### src/rtl/sipo_frame.sv
// rtl/sipo_frame.sv - parametrised serial-in parallel-out deserializer with valid/ready word output
// Optional even-parity trailer bit is built when SIPO_PARITY_EN is defined.
module sipo_frame #(
  parameter int WIDTH     = 8,
  parameter bit MSB_FIRST = 1'b1
) (
  input  logic                         clk,
  input  logic                         reset_n,
  input  logic                         clear,
  input  logic                         serial_in,
  input  logic                         serial_valid,
  output logic [WIDTH-1:0]             parallel_out,
  output logic                         out_valid,
  input  logic                         out_ready,
  output logic [$clog2(WIDTH+2)-1:0]   bit_count,
  output logic                         overrun,
  output logic                         parity_err
);

  localparam int CW = $clog2(WIDTH + 2);
`ifdef SIPO_PARITY_EN
  localparam int FL = WIDTH + 1;
`else
  localparam int FL = WIDTH;
`endif
  localparam logic [CW-1:0] LAST_BIT = CW'(FL - 1);
  localparam logic [CW-1:0] DATA_MAX = CW'(WIDTH);

  logic [WIDTH-1:0] sh;
  logic [WIDTH-1:0] sh_shifted;
  logic [WIDTH-1:0] word_d;
  logic             shift_en;
  logic             complete;

  // Next shift value, data-bit qualification and frame completion detect
  always_comb begin
    sh_shifted = MSB_FIRST ? {sh[WIDTH-2:0], serial_in} : {serial_in, sh[WIDTH-1:1]};
    shift_en   = serial_valid && (bit_count < DATA_MAX);
    complete   = serial_valid && (bit_count == LAST_BIT);
`ifdef SIPO_PARITY_EN
    // Last bit is the parity bit, so the data word is already fully shifted in
    word_d     = sh;
`else
    // Last bit is a data bit and must be folded into the published word
    word_d     = sh_shifted;
`endif
  end

  // Shift register, frame counter, output holding register and sticky overrun
  always_ff @(posedge clk) begin
    if (!reset_n || clear) begin
      sh           <= '0;
      bit_count    <= '0;
      parallel_out <= '0;
      out_valid    <= 1'b0;
      overrun      <= 1'b0;
    end else begin
      if (shift_en) begin
        sh <= sh_shifted;
      end
      if (serial_valid) begin
        bit_count <= complete ? '0 : bit_count + CW'(1);
      end
      if (complete) begin
        parallel_out <= word_d;
        out_valid    <= 1'b1;
        // Only an unaccepted pending word counts as lost
        if (out_valid && !out_ready) begin
          overrun <= 1'b1;
        end
      end else if (out_valid && out_ready) begin
        out_valid <= 1'b0;
      end
    end
  end

`ifdef SIPO_PARITY_EN
  // Even-parity result captured alongside each completed word
  always_ff @(posedge clk) begin
    if (!reset_n || clear) begin
      parity_err <= 1'b0;
    end else if (complete) begin
      parity_err <= (^sh) ^ serial_in;
    end
  end
`else
  assign parity_err = 1'b0;
`endif

endmodule

### config.mk
export PLATFORM = sky130hd
export DESIGN_NAME = sipo_frame
export DESIGN_NICKNAME = d
export VERILOG_FILES = /design/src/rtl/sipo_frame.sv
export SDC_FILE = /design/constraint.sdc
export NUM_CORES = 1
export LEC_CHECK = 0
export ABC_AREA = 0
export ABC_CLOCK_PERIOD_IN_PS = 3050
export BUFFER_PORTS_ARGS = -buffer_cell sky130_fd_sc_hd__buf_2
export CAP_MARGIN = 20
export CORE_UTILIZATION = 53
export DETAILED_ROUTE_END_ITERATION = 12
export PLACE_DENSITY = 0.85
export SETUP_SLACK_MARGIN = 0.15
export SYNTH_ARGS = -nofsm -noshare
export SYNTH_HDL_FRONTEND = slang
export SYNTH_SLANG_ARGS = --single-unit
### constraint.sdc
create_clock -name clk -period 3.05 [get_ports clk]
set_clock_uncertainty 0.15 [all_clocks]
set_input_delay 0.4575 -clock clk [delete_from_list [all_inputs] [get_ports clk]]
set_output_delay 0.4575 -clock clk [all_outputs]
set_load 0.02 [all_outputs]
==> metrics.md, run 1 <==
| Metric | Value |
|---|---|
| Async set-reset flop share out of synthesis | `0` |
| Largest net degree at the start of global routing | `22` |
| Syn Nets | `102` |
| Worst skew pair latency | `0.30 ns` |
| H-tree depth | `1` |
| Antenna-violating nets left | `0` |
| Outcome | `completed` |
| Count of cell types in the netlist | `21` |
| Top cells by count, synth | `32 x nand2_1, 21 x dfxtp_1, 17 x a21oi_1` |
| Top FF cell, synth | `dfxtp_1` |
| Number of nets in the layout | `120` |
| Achievable Freq | `0.578 GHz` |
| Fin crit share | `0.567` |
| Num ports | `21` |
| Worst vdd ir | `0.000216 V` |
| Final min period | `1.73 ns` |
| Final wirelength | `1460 um` |
| Initial core utilization | `0.593` |
| Register-to-Register Setup Slack | `1.32 ns` |
| Hold Crit Class | `primary input to flip-flop` |
| Most frequent cell after synthesis | `nand2_1` |
| CP cell instances | `ha_1 -> nand4b_1 -> o21ba_2 -> nor2_1` |
| Initial drt markers | `15` |
| N_diodes | `0` |
| Setup Fix Bufs, Post-CTS | `0` |
| Routed via count | `647` |
| WP data required | `3.13 ns` |
| Vias in the first global route | `484` |
| Mapped Cells | `95` |
| Core Util, Final | `0.668` |
| Final Setup Violations | `0` |
| Crit path max-delay cell type | `dfxtp_1` |
| Top cell type's share of synthesized area | `0.519` |
| DIE WIDTH | `41.1 um` |
| Global-route wire length before repair | `2090 um` |
| Fin area | `913 um^2` |
| Setup TNS | `0 ns` |
| Sequential fraction of the synthesis area | `0.519` |
| WL per Instance | `11.5 um` |
| Worst Path Arrival | `1.81 ns` |
| Static leakage | `0.000370 uW` |
| First drt pass iteration count | `4` |
| Layout cell share with drive strength beyond 1 | `0.232` |
| Synth Area per Inst | `8.53 um^2` |
| Hpwl dp | `1080 um` |
| Critical path type | `flip-flop to flip-flop` |
| Fin. Hold Viols | `0` |
| DRC violations left | `0` |
| Placed cell areas | `883 um^2` |
| CTS tree | `built` |
| PwrDens | `470 nW/um^2` |
| Crit path buffers/inverters | `0` |
| Clock Tree Root | `clkbuf_4` |
| GRT overflow | `0` |
| GP Congestion | `0.730` |
| Clk pin slew, worst setup/hold paths | `0.12 ns` |
| Max stage delay on crit path | `0.44 ns` |
| Synth warn | `0` |
| # hold bufs at CTS | `0` |
| CTS Buf Count | `3` |
| Element type at the critical path end | `flip-flop` |
| Die area | `1690 um^2` |
| Initial antenna violation count | `0` |
| Clock tree buffer depth | `2` |
| Max cap viols | `0` |
| RSZ-0062 raised after global routing | `false` |
| Height of the die | `41.1 um` |
| Fin Hold WS | `0.246 ns` |
| EDFF count, synth | `0` |
| Family with the most delay on the worst path | `simple AND/OR/NAND/NOR gates` |
| Rows | `13` |
| I/O Buffers | `19` |
| Area leader, netlist | `dfxtp_1` |
| Mapped Area | `811 um^2` |
| Worst-path fanout max | `11` |
| Clock sink count | `21` |
| Slew Limit Fails | `0` |
| Synth-to-layout area growth | `12.7%` |
| Core area | `1370 um^2` |
| Tot GR Track Use | `0.194` |
| Slew headroom | `0.500` |
| Vias/cell | `5.09` |
| Post_cts resized | `0` |
| Dominant cells by area after synthesis | `dfxtp_1 52%, nand2_1 15%, a21oi_1 10%` |
| CP Launch Type | `flip-flop` |
| Worst slew pin tran | `0.749 ns` |
| Yosys reg bits | `21` |
-- worst min-delay path: stages --
cell,delay (ns)
buf_2,0.10
nand2_1,0.05
a21oi_1,0.05
-- final cells by class --
type	count	area, um^2
sequential	21	420
tap	15	18.8
multi-input combinational	68	349
timing repair buffer	19	95.1
fill	114	453
clock buffer	3	22.5
clock inverter	1	7.51
-- cell usage in the layout (no fill, tap or decap) --
cell type,n
o21ba_2,1
or2b_1,1
clkinvlp_4,1
a21oi_1,17
mux2i_1,1
xor2_1,1
nor2_1,3
nand2b_1,3
clkbuf_4,3
and2b_1,1
buf_2,19
nand4b_1,1
nand4_2,1
or3_1,1
nand2_1,32
a21oi_2,1
nand3b_1,1
dfxtp_1,21
ha_1,1
conb_1,1
and4b_1,1
-- per-stage QoR --
stage	worst slack (ns)	cells	total power [uW]
detailed placement	1.32	123	302
global route	1.20	127	447
global placement	1.39	123	301
finish	1.32	127	430
CTS	1.30	127	431
floorplan	1.65	95	298
-- power by group --
part / internal (uW) / leakage (uW) / total, uW / switching (uW)
logic: 6.13 / 0.000186 / 18.7 / 12.5
registers: 276 / 0.000169 / 277 / 1.56
clock network: 49.8 / 0.0000139 / 134 / 84.2
total: 331 / 0.000370 / 430 / 98.3
-- layer usage --
| metal | vias up | GRT usage | part of all wire | routed length [um] |
|---|---|---|---|---|
| met5 | - | 0 | 0 | 0 |
| met4 | 0 | 0.0484 | 0 | 0 |
| met3 | 0 | 0.0652 | 0.047 | 69 |
| met2 | 17 | 0.332 | 0.51 | 736 |
| met1 | 290 | 0.230 | 0.45 | 650 |
| li1 | 340 | - | - | - |
-- registers in the layout, summed over array words and instances (netlist names) --
| register | count |
|---|---|
| out_valid | 1 |
| parallel_out | 8 |
| bit_count | 4 |
| sh | 7 |
| overrun | 1 |
-- cells by family after synthesis --
logic type	count (synthesis)	synth area share
buffers and inverters	6	0.0509
adders and majority gates	1	0.0154
muxes	1	0.0123
other	1	0.00463
xor gates and xnor gates	1	0.0108
DFF	21	0.519
AOI/OAI and AO/OA	19	0.128
and+or+nand+nor	45	0.259
-- path summary, 6_finish.rpt --
kind | from | endpoint | cells past startpoint
min reg2reg | parallel_out[2]$_SDFFE_PP0P_ | parallel_out[2]$_SDFFE_PP0P_ | 2
min | serial_in | parallel_out[0]$_SDFFE_PP0P_ | 3
max reg2reg | bit_count[0]$_SDFFE_PP0P_ | overrun$_SDFFE_PP0P_ | 4
max | bit_count[0]$_SDFFE_PP0P_ | overrun$_SDFFE_PP0P_ | 4
No activity file was read; power rests on OpenSTA's default activity.
==> inputs of run 2 (changes only) <==
Settings changed: ABC_CLOCK_PERIOD_IN_PS 3050 to 1600, CORE_UTILIZATION 53 to 49, PLACE_DENSITY 0.85 to 0.8.
Clock period 3.05 ns to 1.6 ns, I/O delays scaled along.
==> metrics.md, run 2 (synthesized netlist as in run 1, its figures left out) <==
| Metric | Value |
|---|---|
| Outcome | `completed` |
| First drt pass iteration count | `4` |
| Fin area | `933 um^2` |
| Vias in the first global route | `542` |
| Final wirelength | `1420 um` |
| Register-to-Register Setup Slack | `0.23 ns` |
| Final min period | `1.37 ns` |
| Routed via count | `655` |
| Largest register FFs | `8` |
| Max cap viols | `0` |
| Worst skew pair latency | `0.30 ns` |
| Number of nets in the layout | `122` |
| Top reg by flops | `parallel_out` |
| Critical path type | `flip-flop to flip-flop` |
| CTS tree | `built` |
| Worst Setup SP | `bit_count[0]$_SDFFE_PP0P_` |
| Initial antenna violation count | `0` |
| CP Launch Type | `flip-flop` |
| Hpwl dp | `996 um` |
| Height of the die | `42.7 um` |
| Static leakage | `0.000381 uW` |
| H-tree depth | `1` |
| Initial core utilization | `0.532` |
| N_diodes | `0` |
| Reg power frac | `0.651` |
| Hold Crit Class | `primary input to flip-flop` |
| Achievable Freq | `0.731 GHz` |
| Tot GR Track Use | `0.164` |
| Net Sw Frac | `0.216` |
| DIE WIDTH | `42.7 um` |
| DRC violations left | `0` |
| RSZ-0062 raised after global routing | `false` |
| Vias/cell | `5.04` |
| Antenna-violating nets left | `0` |
| Clk pin slew, worst setup/hold paths | `0.11 ns` |
| Slew Limit Fails | `0` |
| # hold bufs at CTS | `0` |
| Worst r2r path cells | `5` |
| Comb pwr share | `0.046` |
| Fin crit share | `0.855` |
| GRT overflow | `0` |
| Setup TNS | `0 ns` |
| Num ports | `21` |
| WL per Instance | `11.0 um` |
| RR Endpoint | `parallel_out[3]$_SDFFE_PP0P_` |
| Top Registers | `parallel_out x8, sh x7, bit_count x4` |
| Clk pwr share | `0.302` |
| Most frequent cells in the layout | `32 x nand2_1, 19 x dfxtp_1, 19 x buf_2, 17 x a21oi_1` |
| CTS Buf Count | `3` |
| Worst vdd ir | `0.000471 V` |
| Placed cell areas | `900 um^2` |
| Clock tree buffer depth | `2` |
| Initial drt markers | `14` |
| Clock Tree Root | `clkbuf_4` |
| Switch Pwr | `175 uW` |
| Largest net degree at the start of global routing | `22` |
| Rows | `14` |
| Hold Crit Start | `serial_in` |
| Global-route wire length before repair | `2260 um` |
| R2R Path Start | `bit_count[0]$_SDFFE_PP0P_` |
| Worst Path Arrival | `1.41 ns` |
| I/O Buffers | `19` |
| PwrDens | `868 nW/um^2` |
| Element type at the critical path end | `flip-flop` |
| Synth-to-layout area growth | `15.1%` |
| Internal | `636 uW` |
| GP Congestion | `0.743` |
| Layout cell share with drive strength beyond 1 | `0.263` |
| Die area | `1820 um^2` |
| Critical Path End | `parallel_out[3]$_SDFFE_PP0P_` |
| Fin. Hold Viols | `0` |
| Setup Slack @ Placement | `0.188 ns` |
| Core area | `1520 um^2` |
| Clock sink count | `21` |
| Most common cell after layout, fill and taps aside | `nand2_1` |
| Worst-path fanout max | `9` |
| Setup slack after layout | `0.232 ns` |
| Final Setup Violations | `0` |
| Fin cells | `130` |
| Cell count after placement | `126` |
| WP data required | `1.64 ns` |
[run 2: metal layers]
metal,GRT usage,up-vias,part of all wire
li1,-,347,-
met1,0.224,285,0.49
met2,0.233,19,0.45
met3,0.0255,4,0.046
met4,0.113,0,0.018
met5,0,-,0
[run 2: worst min-delay path by stage]
stage | to | cells past startpoint
after floorplan | sh[0]$_SDFFE_PP0P_ | 2
after global placement | parallel_out[0]$_SDFFE_PP0P_ | 2
after detailed placement | parallel_out[6]$_SDFFE_PP0P_ | 2
after CTS | sh[0]$_SDFFE_PP0P_ | 3
after global routing | sh[0]$_SDFFE_PP0P_ | 3
final | parallel_out[0]$_SDFFE_PP0P_ | 3
[run 2: timing repair]
item,4_1_cts,5_1_grt
endpoints found under the setup margin,0,8
resized for setup,0,4
setup buffers,0,0
[run 2: cell type report]
cell class | instances | area [um^2]
timing repair buffer | 21 | 114
multi-input combinational | 68 | 350
sequential | 21 | 423
clock buffer | 4 | 26.3
fill | 142 | 591
tap | 16 | 20.0
[run 2: power groups by stage]
stage | clock, uW | combinational (uW) | sequential [uW]
6_report | 245 | 37.5 | 528
5_1_grt | 273 | 41.1 | 529
4_1_cts | 259 | 37.4 | 528
3_5_place_dp | 0 | 37.3 | 540
3_3_place_gp | 0 | 36.9 | 539
2_1_floorplan | 0 | 27.3 | 541
[run 2: critical path, cell delays in order (launching register included)]
cell      delay, ns
dfxtp_2        0.38
ha_1           0.20
nand4b_1       0.20
buf_6          0.20
nand2_1        0.06
a21oi_1        0.06
[run 2: through the flow]
stage	hold WS, ns	utilization	power (uW)
6_report	0.0478	0.612	811
5_1_grt	0.0447	0.612	843
4_1_cts	0.0367	0.608	824
3_5_place_dp	0.295	0.590	577
3_3_place_gp	0.290	0.590	576
2_1_floorplan	0.226	-	569
==> inputs of run 3 (changes only) <==
Settings changed: HOLD_SLACK_MARGIN set to 0.15.
==> metrics.md, run 3 (synthesized netlist as in run 1, its figures left out) <==
| Metric | Value |
|---|---|
| Outcome | `completed` |
| Element type at the critical path end | `flip-flop` |
| Top reg by flops | `parallel_out` |
| RR Endpoint | `parallel_out[3]$_SDFFE_PP0P_` |
| Cell count after placement | `126` |
| Number of nets in the layout | `126` |
| Layout cell share with drive strength beyond 1 | `0.263` |
| Worst skew pair latency | `0.30 ns` |
| WP data required | `1.64 ns` |
| Height of the die | `42.7 um` |
| Tot GR Track Use | `0.173` |
| Critical path type | `flip-flop to flip-flop` |
| Top Registers | `parallel_out x8, sh x7, bit_count x4` |
| Most common cell after layout, fill and taps aside | `nand2_1` |
| CTS tree | `built` |
| Final min period | `1.35 ns` |
| Num ports | `21` |
| N_diodes | `0` |
| I/O Buffers | `19` |
| GP Congestion | `0.743` |
| Setup Fix Bufs, Post-CTS | `0` |
| H-tree depth | `1` |
| Die area | `1820 um^2` |
| Antenna-violating nets left | `0` |
| Largest net degree at the start of global routing | `22` |
| Vias/cell | `5.04` |
| Achievable Freq | `0.741 GHz` |
| Core area | `1520 um^2` |
| Slew Limit Fails | `0` |
| Clk pin slew, worst setup/hold paths | `0.11 ns` |
| Core Util, Final | `0.638` |
| Largest register FFs | `8` |
| R2R Path Start | `bit_count[0]$_SDFFE_PP0P_` |
| GRT overflow | `0` |
| Synth-to-layout area growth | `19.9%` |
| Static leakage | `0.000393 uW` |
| Fin cells | `134` |
| WL per Instance | `10.7 um` |
| Max cap viols | `0` |
| Clock sink count | `21` |
| CP Launch Type | `flip-flop` |
| RSZ-0062 raised after global routing | `false` |
| Routed via count | `675` |
| Worst r2r path cells | `5` |
| Worst Setup SP | `bit_count[0]$_SDFFE_PP0P_` |
| First drt pass iteration count | `4` |
| DRC violations left | `0` |
| Critical Path End | `parallel_out[3]$_SDFFE_PP0P_` |
| Hpwl dp | `996 um` |
| Initial core utilization | `0.532` |
| Fill cells | `134` |
| Global-route wire length before repair | `2400 um` |
| Final Setup Violations | `0` |
| Worst Path Arrival | `1.39 ns` |
| Register-to-Register Setup Slack | `0.25 ns` |
| Final wirelength | `1440 um` |
| Setup TNS | `0 ns` |
| PwrDens | `845 nW/um^2` |
| Initial drt markers | `13` |
| Vias in the first global route | `571` |
| WHS Path Cells | `4` |
| Fin crit share | `0.843` |
| Worst-path fanout max | `9` |
| DIE WIDTH | `42.7 um` |
| CTS Buf Count | `3` |
| Worst vdd ir | `0.000480 V` |
| Hold Crit Class | `primary input to flip-flop` |
| Clock Tree Root | `clkbuf_4` |
| Fin. Hold Viols | `0` |
| Rows | `14` |
| Initial antenna violation count | `0` |
| Most frequent cells in the layout | `32 x nand2_1, 19 x dfxtp_1, 19 x buf_2, 17 x a21oi_1, 4 x dlygate4sd3_1` |
| Clock tree buffer depth | `2` |
run 3: layout make-up:
class | count | area [um^2] | share of cell area
multi-input combinational | 68 | 353 | 0.363
clock buffer | 4 | 26.3 | 0.0270
sequential | 21 | 423 | 0.435
tap | 16 | 20.0 | 0.0206
timing repair buffer | 25 | 150 | 0.154
run 3: through the flow:
step	total power (uW)	setup WS (ns)	area [um^2]	hold slack [ns]
global placement	576	0.235	900	0.290
floorplan	569	0.203	811	0.226
CTS	831	0.160	966	0.179
finish	822	0.251	972	0.211
global route	851	0.163	972	0.239
detailed placement	577	0.188	900	0.295
run 3: how the worst min path moves through the flow:
stage | from | slack, ns | to
2_1_floorplan | serial_in | 0.23 | sh[0]$_SDFFE_PP0P_
3_3_place_gp | parallel_out[0]$_SDFFE_PP0P_ | 0.29 | parallel_out[0]$_SDFFE_PP0P_
3_5_place_dp | parallel_out[6]$_SDFFE_PP0P_ | 0.30 | parallel_out[6]$_SDFFE_PP0P_
4_1_cts | serial_valid | 0.18 | bit_count[2]$_SDFFE_PP0P_
5_1_grt | serial_valid | 0.24 | bit_count[3]$_SDFFE_PP0P_
6_report | serial_valid | 0.21 | bit_count[2]$_SDFFE_PP0P_
run 3: worst max-delay path, cell delays in order, from the launching register on:
cell and delay (ns):
dfxtp_2 0.38, ha_2 0.21, nand4b_1 0.16, buf_4 0.21
nand2_1 0.07, a21oi_1 0.06
run 3: metal layers:
| metal | share of wire | wire [um] | up-vias | track usage |
|---|---|---|---|---|
| met5 | 0 | 0 | - | 0 |
| met2 | 0.46 | 660 | 19 | 0.267 |
| met3 | 0.044 | 64 | 5 | 0.0255 |
| met1 | 0.47 | 682 | 295 | 0.224 |
| li1 | - | - | 356 | - |
| met4 | 0.024 | 34 | 0 | 0.113 |
run 3: power breakdown:
part | total, uW | internal [uW] | leakage (uW) | switching (uW)
clock network | 249 | 97.2 | 0.0000150 | 151
registers | 528 | 525 | 0.000170 | 2.68
logic | 45.1 | 19.7 | 0.000208 | 25.3
run 3: what timing repair did:
action                                  in CTS  in global routing
hold endpoints to repair                     5                  0
resized for setup                            0                  4
endpoints found under the setup margin       0                  8
hold buffers                                 4                  0
